`config.mk`:
```
export PLATFORM = sky130hd
export DESIGN_NAME = fxp_divider_signed
export DESIGN_NICKNAME = d
export VERILOG_FILES = /design/src/rtl/fxp_divider_signed.sv
export SDC_FILE = /design/constraint.sdc
export NUM_CORES = 1
export LEC_CHECK = 0
export ABC_AREA = 1
export ABC_CLOCK_PERIOD_IN_PS = 3800
export BUFFER_PORTS_ARGS = -buffer_cell sky130_fd_sc_hd__buf_2
export CAP_MARGIN = 5
export CORE_MARGIN = 5
export CORE_UTILIZATION = 34
export DETAILED_ROUTE_END_ITERATION = 16
export PLACE_DENSITY = 0.59
export SETUP_SLACK_MARGIN = 0.05
export SLEW_MARGIN = 20
export SYNTH_ARGS = -nofsm -noshare
export SYNTH_HDL_FRONTEND = slang
export SYNTH_SLANG_ARGS = --single-unit
```
`constraint.sdc`:
```
create_clock -name clk -period 3.8 [get_ports clk]
set_clock_uncertainty 0.05 [all_clocks]
set_input_delay 0.57 -clock clk [delete_from_list [all_inputs] [get_ports clk]]
set_output_delay 0.57 -clock clk [all_outputs]
set_load 0.01 [all_outputs]
```
`src/rtl/fxp_divider_signed.sv`:
```
// Signed Q(WIDTH-FRAC).FRAC divider: restoring division on magnitudes, one quotient
// bit per clock, saturating result with divide-by-zero and overflow flags.
//
// state  | meaning
// IDLE   | waiting for start; last result and flags held
// DIVIDE | one restoring iteration per clock, WIDTH+FRAC iterations
// FINISH | apply sign / saturation, pulse done
module fxp_divider_signed #(
    parameter int WIDTH = 16,
    parameter int FRAC  = 7
) (
    input  logic             clk,
    input  logic             reset,
    input  logic             start,
    input  logic [WIDTH-1:0] dividend,
    input  logic [WIDTH-1:0] divisor,
    output logic [WIDTH-1:0] quotient,
    output logic             busy,
    output logic             done,
    output logic             div_by_zero,
    output logic             overflow
);
    localparam int NW = WIDTH + FRAC;
    localparam int CW = $clog2(NW + 1);
    localparam logic [NW-1:0]    MAX_MAG = NW'((64'd1 << (WIDTH - 1)) - 64'd1);
    localparam logic [NW-1:0]    MIN_MAG = NW'(64'd1 << (WIDTH - 1));
    localparam logic [WIDTH-1:0] MAX_Q   = {1'b0, {(WIDTH - 1){1'b1}}};
    localparam logic [WIDTH-1:0] MIN_Q   = {1'b1, {(WIDTH - 1){1'b0}}};

    typedef enum logic [1:0] {IDLE, DIVIDE, FINISH} state_t;

    state_t state, state_next;

    // num starts as the shifted numerator and fills with quotient bits from the LSB
    logic [NW-1:0]    num;
    logic [WIDTH-1:0] den;
    logic [WIDTH-1:0] rem;
    logic [CW-1:0]    count;
    logic             sign;
    logic             dz;
    logic             dividend_neg;
    logic             dividend_zero;

    logic [WIDTH-1:0] dividend_mag;
    logic [WIDTH-1:0] divisor_mag;
    logic [WIDTH:0]   shifted;
    logic             ge;
    logic [WIDTH-1:0] q_low;
    logic [WIDTH-1:0] q_neg;

    // |min| wraps to 2^(WIDTH-1) which is exactly right as an unsigned magnitude
    assign dividend_mag = dividend[WIDTH-1] ? (~dividend + WIDTH'(1)) : dividend;
    assign divisor_mag  = divisor[WIDTH-1]  ? (~divisor + WIDTH'(1))  : divisor;
    assign shifted      = {rem, num[NW-1]};
    assign ge           = shifted >= {1'b0, den};
    assign q_low        = num[WIDTH-1:0];
    assign q_neg        = ~q_low + WIDTH'(1);

    always_ff @(posedge clk or posedge reset) begin
        if (reset) begin
            state <= IDLE;
        end else begin
            state <= state_next;
        end
    end

    always_comb begin
        state_next = state;
        case (state)
            IDLE:    if (start) state_next = DIVIDE;
            DIVIDE:  if (count == CW'(1)) state_next = FINISH;
            FINISH:  state_next = IDLE;
            default: state_next = IDLE;
        endcase
    end

    always_ff @(posedge clk or posedge reset) begin
        if (reset) begin
            num           <= '0;
            den           <= '0;
            rem           <= '0;
            count         <= '0;
            sign          <= 1'b0;
            dz            <= 1'b0;
            dividend_neg  <= 1'b0;
            dividend_zero <= 1'b0;
            quotient      <= '0;
            busy          <= 1'b0;
            done          <= 1'b0;
            div_by_zero   <= 1'b0;
            overflow      <= 1'b0;
        end else begin
            done <= 1'b0;
            case (state)
                IDLE: begin
                    if (start) begin
                        sign          <= dividend[WIDTH-1] ^ divisor[WIDTH-1];
                        num           <= NW'(dividend_mag) << FRAC;
                        den           <= divisor_mag;
                        dz            <= (divisor == '0);
                        dividend_neg  <= dividend[WIDTH-1];
                        dividend_zero <= (dividend == '0);
                        rem           <= '0;
                        count         <= CW'(NW);
                        busy          <= 1'b1;
                    end
                end
                DIVIDE: begin
                    // remainder stays below den, so the low WIDTH bits suffice
                    rem   <= ge ? (shifted[WIDTH-1:0] - den) : shifted[WIDTH-1:0];
                    num   <= {num[NW-2:0], ge};
                    count <= count - CW'(1);
                end
                FINISH: begin
                    if (dz) begin
                        quotient    <= dividend_zero ? '0 : (dividend_neg ? MIN_Q : MAX_Q);
                        div_by_zero <= 1'b1;
                        overflow    <= 1'b0;
                    end else if (!sign && num > MAX_MAG) begin
                        quotient    <= MAX_Q;
                        div_by_zero <= 1'b0;
                        overflow    <= 1'b1;
                    end else if (sign && num > MIN_MAG) begin
                        quotient    <= MIN_Q;
                        div_by_zero <= 1'b0;
                        overflow    <= 1'b1;
                    end else begin
                        quotient    <= sign ? q_neg : q_low;
                        div_by_zero <= 1'b0;
                        overflow    <= 1'b0;
                    end
                    done <= 1'b1;
                    busy <= 1'b0;
                end
                default: ;
            endcase
        end
    end
endmodule
```
# Word-level counts from Yosys, hierarchy flattened
# Cells that the tools add are included.
# classes
eq_ne	5
n_addsub	5
n_mux	25
bitwise	4
order_cmp	3
reduce_logical	12
# op_table
op	count
$mux W16	10
$add A16 B1 Y16 const B	3
$not A16 Y16	3
$pmux W23 S2	1
$logic_not A16 Y1	2
$pmux W16 S2	1
$gt A23 B15 Y1 const B	1
$gt A23 B16 Y1 const B	1
$mux W23	1
$ge A17 B16 Y1	1
$sub A16 B16 Y16	1
$pmux W5 S2	1
$reduce_and A2 Y1	4
$mux W1	6
$eq A5 B1 Y1 const B	1
$mux W5	1
$sub A5 B1 Y5 const B	1
$mux W2	2
$ne A2 B2 Y1 const B	2
$pmux W2 S2	1
$reduce_bool A2 Y1	2
$eq A2 B1 Y1 const B	1
$eq A2 B2 Y1 const B	1
$logic_and A1 B1 Y1	2
other kinds (4)	4
# totals
elab_cells	68
in_bits	35
out_inout_bits	20
regBits	86

# Logic depth before layout (Yosys ltp)
# Gate-level depths: netlist of the first run.
# depth
word_depth	6
ltp_mapped	14
depth_no_buf	14

# Worst setup path before layout of the first run
# Ideal clock, no wire load.
# synth_path
path_type	register to register
from	reg rem[13]
to	reg rem[2]
synth_period_minus_slack_ns	1.857
required_time_ns	3.635
t_arrival_ns	1.691
path_stages_with_launch	11
setup_time_ns	0.115
path_buffers	1
slack_ns	1.943
path_cell_list	dfrtp_1 > ha_1 > a21oi_1 > nor2_1 > nor2_1 > nand2_1 > nor2_4 > buf_6 > nand3_2 > nand3_2 > nand2_2
# synth_via
elab_chain_len	3
# synth_lines
element	line_no	rtl
start: declaration	37	logic [WIDTH-1:0] rem;
start signal: assignment	110	rem <= ge ? (shifted[WIDTH-1:0] - den) : shifted[WIDTH-1:0];
$ge A17 B16 Y1	55	assign ge = shifted >= {1'b0, den};
$mux W16	110	
$pmux W16 S2	94	case (state)
# Every way passes these cells.
# A chain may end at the register's enable or synchronous reset.

# Final worst setup path of the first run
# layout_path
from	reg rem[2]
to	reg rem[10]
# layout_via
elab_chain_len	3
word_cells_on_any_way	4
cone_classes	1 x add/sub; 1 x order compare; 2 x mux
# layout_lines
element	line_no
$sub A16 B16 Y16 / $ge A17 B16 Y1 (equally long branches)	110, 55
$mux W16 *	110
$pmux W16 S2 *	94
# Every way passes the cells marked *; elsewhere a longest branch is shown, timed or not.

==> metrics.yaml, run 1 <==
status: "completed"
dp.cells: 1144
drc: 0
synth_compound_area_share_pct: 10.1
clk-insertion-delay-late_ps: 350
fp.dieH_um: 144
clkTransAtPathRegs_ps: 70
hold_violations: 0
synth_area_sq_um: 6130
first_iter_violations: 330
slowest_delay_ps: 440
slew_viol_final: 0
post-route-min-period_ps: 2220
cts.sinks: 86
die_area_sq_um: 20800
cts_resized: 0
cp_cell_sequence: "ha_1, nand2_2, nor2_1, nand2_1, nand3_2, nand2_2, nand2_2, nand2_4, nand2_8, nand2_1, nand3_1, nand2_1"
n_antenna_cell: 0
final_common_cell: "nand2_1"
post_drt_wl_per_cell_um: 13.4
initial_core_util_pct: 34.4
power.density_nw_per_um2: 943
relSlewSlack_pct: 39.5
drtAntennaViolNets: 0
worstPathMaxFanout: 17
start_kind: "register"
grt_pass1_vias: 5199
rsz0062_at_grt: "no"
cts_tree: "done"
drt_pre_antenna_iters: 6
crit_path_end_kind: "register"
postSynthNetCount: 941
rows: 49
ios: 55
crit_required_ps: 3990
worst_pin_slew_ps: 908
synth-adder-area-share_pct: 4.82
cts_setup_buffers: 0
path_class: "register to register"
register_area_sq_um: 2150
ys.flop_type: "dfrtp_1"
synth_edf_count: 0
wl_um: 15600
p_leak_uw: 0.00354
fillerInstances: 1897
grtUsageTotal_pct: 15.8
yosys.area_share.simple_pct: 35.4
grt_overflow: 0
hpwl_um: 11800
vias: 5511
synth_xor_area_share_pct: 4.29
final_cell_mix: "nand2_1 (284), inv_1 (120), dfrtp_1 (86)"
muxShareOfSynthArea_pct: 0
area_growth_pct: 12.5
place.gp.congestion: 0.877
nets: 984
hold_class: "primary input to async pin"
setup_viol: 0
die_w_um: 144
ys_seq_elements: 86
crit_arrival_ps: 2400
reg2reg_slack_ps: 1580
antenna_found_initial: 0
max_freq_mhz: 451
clockBufferDepth: 2
core_area_sq_um: 17800
syn-instance-count: 883
cts-root-buf: "clkbuf_16"
multi_input_area_sq_um: 3360
grt_max_degree: 51
htreeDepth: 3
syn_area_per_cell_sq_um: 6.94
ys_types: 42
drive_above_1_share_pct: 14.3
final_cells: 1160
grt_pass1_wl_um: 26300
maxCapViolCount: 0
viasPerCell: 4.75
peakVddDrop_mv: 0.336
async_flop_share_pct: 100
cts_hold_buf: 0
port_buffers: 54
yosys_warnings: 0
fin_crit_sh_pct: 58.3
numCtsBuffers: 9
slowest_stage: "dfrtp_1"
synth_top_family_by_area: "simple AND/OR/NAND/NOR gates"
cp_top_family: "simple AND/OR/NAND/NOR gates"
fin_setup_tns_ps: 0
crit_buf_inv: 0
synth-seq-area-share_pct: 35.1
[per-layer routing]
metal | share of wire (%) | wire length, um | track usage, %
met1 | 50 | 7840 | 22.3
met2 | 44 | 6770 | 24.7
met3 | 4.6 | 709 | 3.17
met4 | 1.5 | 229 | 4.17
met5 | 0 | 0 | 0
[cell usage after synthesis, types with 3 or more instances]
library cell	n	area [sq um]
clkbuf_1	11	41.3
o22ai_1	8	50.1
nand3_1	66	330
nor3_1	7	35.0
inv_1	121	454
nand2_2	19	119
ha_1	22	275
xor2_1	23	201
o21ai_0	36	180
a22oi_1	17	128
nand4_1	10	62.6
dfrtp_1	86	2150
buf_2	9	45.0
o21ai_1	3	15.0
nand2_1	284	1070
xnor2_1	7	61.3
nand3b_1	3	22.5
a21oi_1	35	175
inv_2	5	18.8
nor2_1	61	229
buf_1	3	11.3
nand3_2	21	210
[registers in the layout, summed over array words and instances (netlist names)]
register,count
sign,1
quotient,16
state,2
count,5
dividend_neg,1
num,23
dz,1
rem,16
dividend_zero,1
div_by_zero,1
overflow,1
busy,1
done,1
den,16
[cell families (layout without fill, tap and decap cells)]
family | Yosys count | in the layout
and+or+nand+nor | 481 | 481
buffers and inverters | 155 | 203
DFF | 86 | 86
AOI/OAI and AO/OA | 108 | 108
adders and majority gates | 23 | 23
xor gates and xnor gates | 30 | 30
[metrics by stage]
step | hold slack [ps] | utilization [%] | power (uW) | cell area (sq um) | setup WS, ps
final | 333 | 38.6 | 6500 | 6890 | 1580
after global routing | 422 | 38.6 | 7180 | 6890 | 1350
after CTS | 369 | 38.6 | 6530 | 6890 | 1470
after detailed placement | 415 | 36.9 | 5610 | 6590 | 1510
after global placement | 417 | 36.9 | 5560 | 6590 | 1550
after floorplan | 396 | - | 4740 | 6130 | 958
[area by class of cell]
cell class              instances  share of cell area, %
clock inverters                 4                  0.799
clock buffers                  12                   3.58
well taps                     229                   4.16
inverters                     128                   6.99
flip-flops and latches         86                   31.2
multi-input cells             642                   48.8
repair buffers                 59                   4.47
[report_power, final]
group | internal [uW] | switching [uW]
registers | 1330 | 359
clock network | 532 | 373
logic | 1440 | 2470
total | 3300 | 3200
[worst paths after layout]
kind | startpoint | endpoint | cells past startpoint
max in group asynchronous | reset | quotient[5] | 3
hold / removal | reset | rem[11] | 2
min in group clk | divisor[14] | den[15] | 2
setup / recovery | rem[2] | rem[10] | 12
hold reg to reg | den[10] | den[10] | 2
setup reg to reg | rem[2] | rem[10] | 12
Note: power is estimated with default switching activity, not from simulation.
==> run 2: changes to the inputs <==
Settings changed: ABC_CLOCK_PERIOD_IN_PS 3800 to 2200.
Clock period 3.8 ns to 2.2 ns, I/O delays scaled along.
==> run 2 against run 1 <==
Global-route usage grew 0.33 points. Power grew 78%. Die area is the same.
==> metrics.yaml, run 2 (synthesis results as in run 1) <==
status: "completed"
grt_overflow: 0
drt_pre_antenna_iters: 5
die_area_sq_um: 20800
clk-insertion-delay-late_ps: 350
final_cells: 1180
post-route-min-period_ps: 2010
rsz0062_at_grt: "yes"
reg2reg_slack_ps: 190
dp.cells: 1161
fillerInstances: 1874
setup_ws_ps: 194
r2r_start: "den[4]"
setup_viol: 0
clockBufferDepth: 2
port_buffers: 54
ios: 55
start_kind: "register"
drc: 0
hp-start: "divisor[14]"
grt_pass1_wl_um: 26700
slew_viol_final: 0
rows: 49
place.gp.congestion: 0.868
fp.dieH_um: 144
maxCapViolCount: 0
crit_required_ps: 2390
grt_pass1_vias: 5409
htreeDepth: 3
grt_max_degree: 51
wl_um: 15700
cts-root-buf: "clkbuf_16"
first_iter_violations: 349
clkTransAtPathRegs_ps: 60
nets: 1004
worstPathMaxFanout: 7
max_freq_mhz: 499
reg2regPathDepth: 13
p_leak_uw: 0.00366
grtUsageTotal_pct: 16.1
final_common_cell: "nand2_1"
relSlewSlack_pct: 64.8
viasPerCell: 4.78
path_class: "register to register"
hpwl_um: 11800
dp_slack_ps: 115
area_growth_pct: 16.9
holdPathEnd: "den[15]"
die_w_um: 144
r2r_end: "rem[7]"
hold_violations: 0
whs_path_depth: 2
hold_class: "primary input to register"
cts.sinks: 86
antenna_found_initial: 0
hold_ws_ps: 152
n_antenna_cell: 0
numCtsBuffers: 9
core_area_sq_um: 17800
final_cell_mix: "nand2_1 (282), inv_1 (120), dfrtp_1 (86)"
fin_setup_tns_ps: 0
worst_pin_slew_ps: 528
multi_input_area_sq_um: 3420
initial_core_util_pct: 34.4
post_drt_wl_per_cell_um: 13.3
drtAntennaViolNets: 0
largest_reg_flops: 23
register_area_sq_um: 2150
power.density_nw_per_um2: 1610
crit_arrival_ps: 2200
top_register: "num"
cts_tree: "done"
peakVddDrop_mv: 0.710
fin_crit_sh_pct: 91.2
crit_path_end_kind: "register"
drive_above_1_share_pct: 16.9
vias: 5641
run 2: cell types whose count changed in the layout (fill, tap and decap cells not counted), sizes merged:
| cell | delta |
|---|---|
| dlygate4sd3 | +1 |
| clkinvlp | +1 |
| buf | +18 |
run 2: worst max-delay path by stage:
stage	cells after the start	start	to
3_5_place_dp	8	rem[12]	rem[12]
3_3_place_gp	8	rem[12]	rem[12]
5_1_grt	13	den[8]	rem[9]
4_1_cts	8	rem[12]	rem[12]
6_report	13	den[4]	rem[7]
2_1_floorplan	10	rem[13]	rem[2]
run 2: what timing repair did:
action	4_1_cts	5_1_grt
endpoints found under the setup margin	0	18
hold buffers	1	0
hold endpoints to repair	5	0
resized for setup	0	12
setup buffers	0	1
run 2: where the power goes:
group | internal, uW | total, uW | leakage [uW] | switching, uW
clock | 912 | 1570 | 0.000146 | 655
combinational | 2800 | 7130 | 0.00252 | 4330
sequential | 2300 | 2850 | 0.000996 | 549
total | 6010 | 11500 | 0.00366 | 5530
run 2: area by class of cell:
type	instances	share of cell area, %
multi-input cells	642	47.7
flip-flops and latches	86	30.0
repair buffers	79	7.30
inverters	128	6.76
well taps	229	4.00
clock buffers	11	3.39
clock inverters	5	0.786
run 2: through the flow:
step	cell area, sq um	power [uW]	utilization (%)
2_1_floorplan	6130	8190	-
3_3_place_gp	6760	9800	37.9
3_5_place_dp	6760	9830	37.9
4_1_cts	7070	11500	39.6
5_1_grt	7170	12800	40.2
6_report	7170	11500	40.2
run 2: layer usage:
metal | up-vias | GRT usage [%] | wire length [um] | share of wire [%]
li1 | 2933 | - | - | -
met1 | 2595 | 22.0 | 7690 | 49
met2 | 92 | 25.7 | 7020 | 45
met3 | 21 | 3.67 | 655 | 4.2
met4 | 0 | 4.61 | 361 | 2.3
met5 | - | 0 | 0 | 0
run 2: worst max-delay path: stages (launching register included):
cell and delay, ps:
dfrtp_1 380, inv_1 130, ha_4 240, nand2_1 60, nand2_1 90, inv_1 90
nand3_2 130, nand2_2 120, nand2_2 80, nand2_4 160, clkbuf_16 190, nand3_2 60
nand3_2 80, nand2_2 40
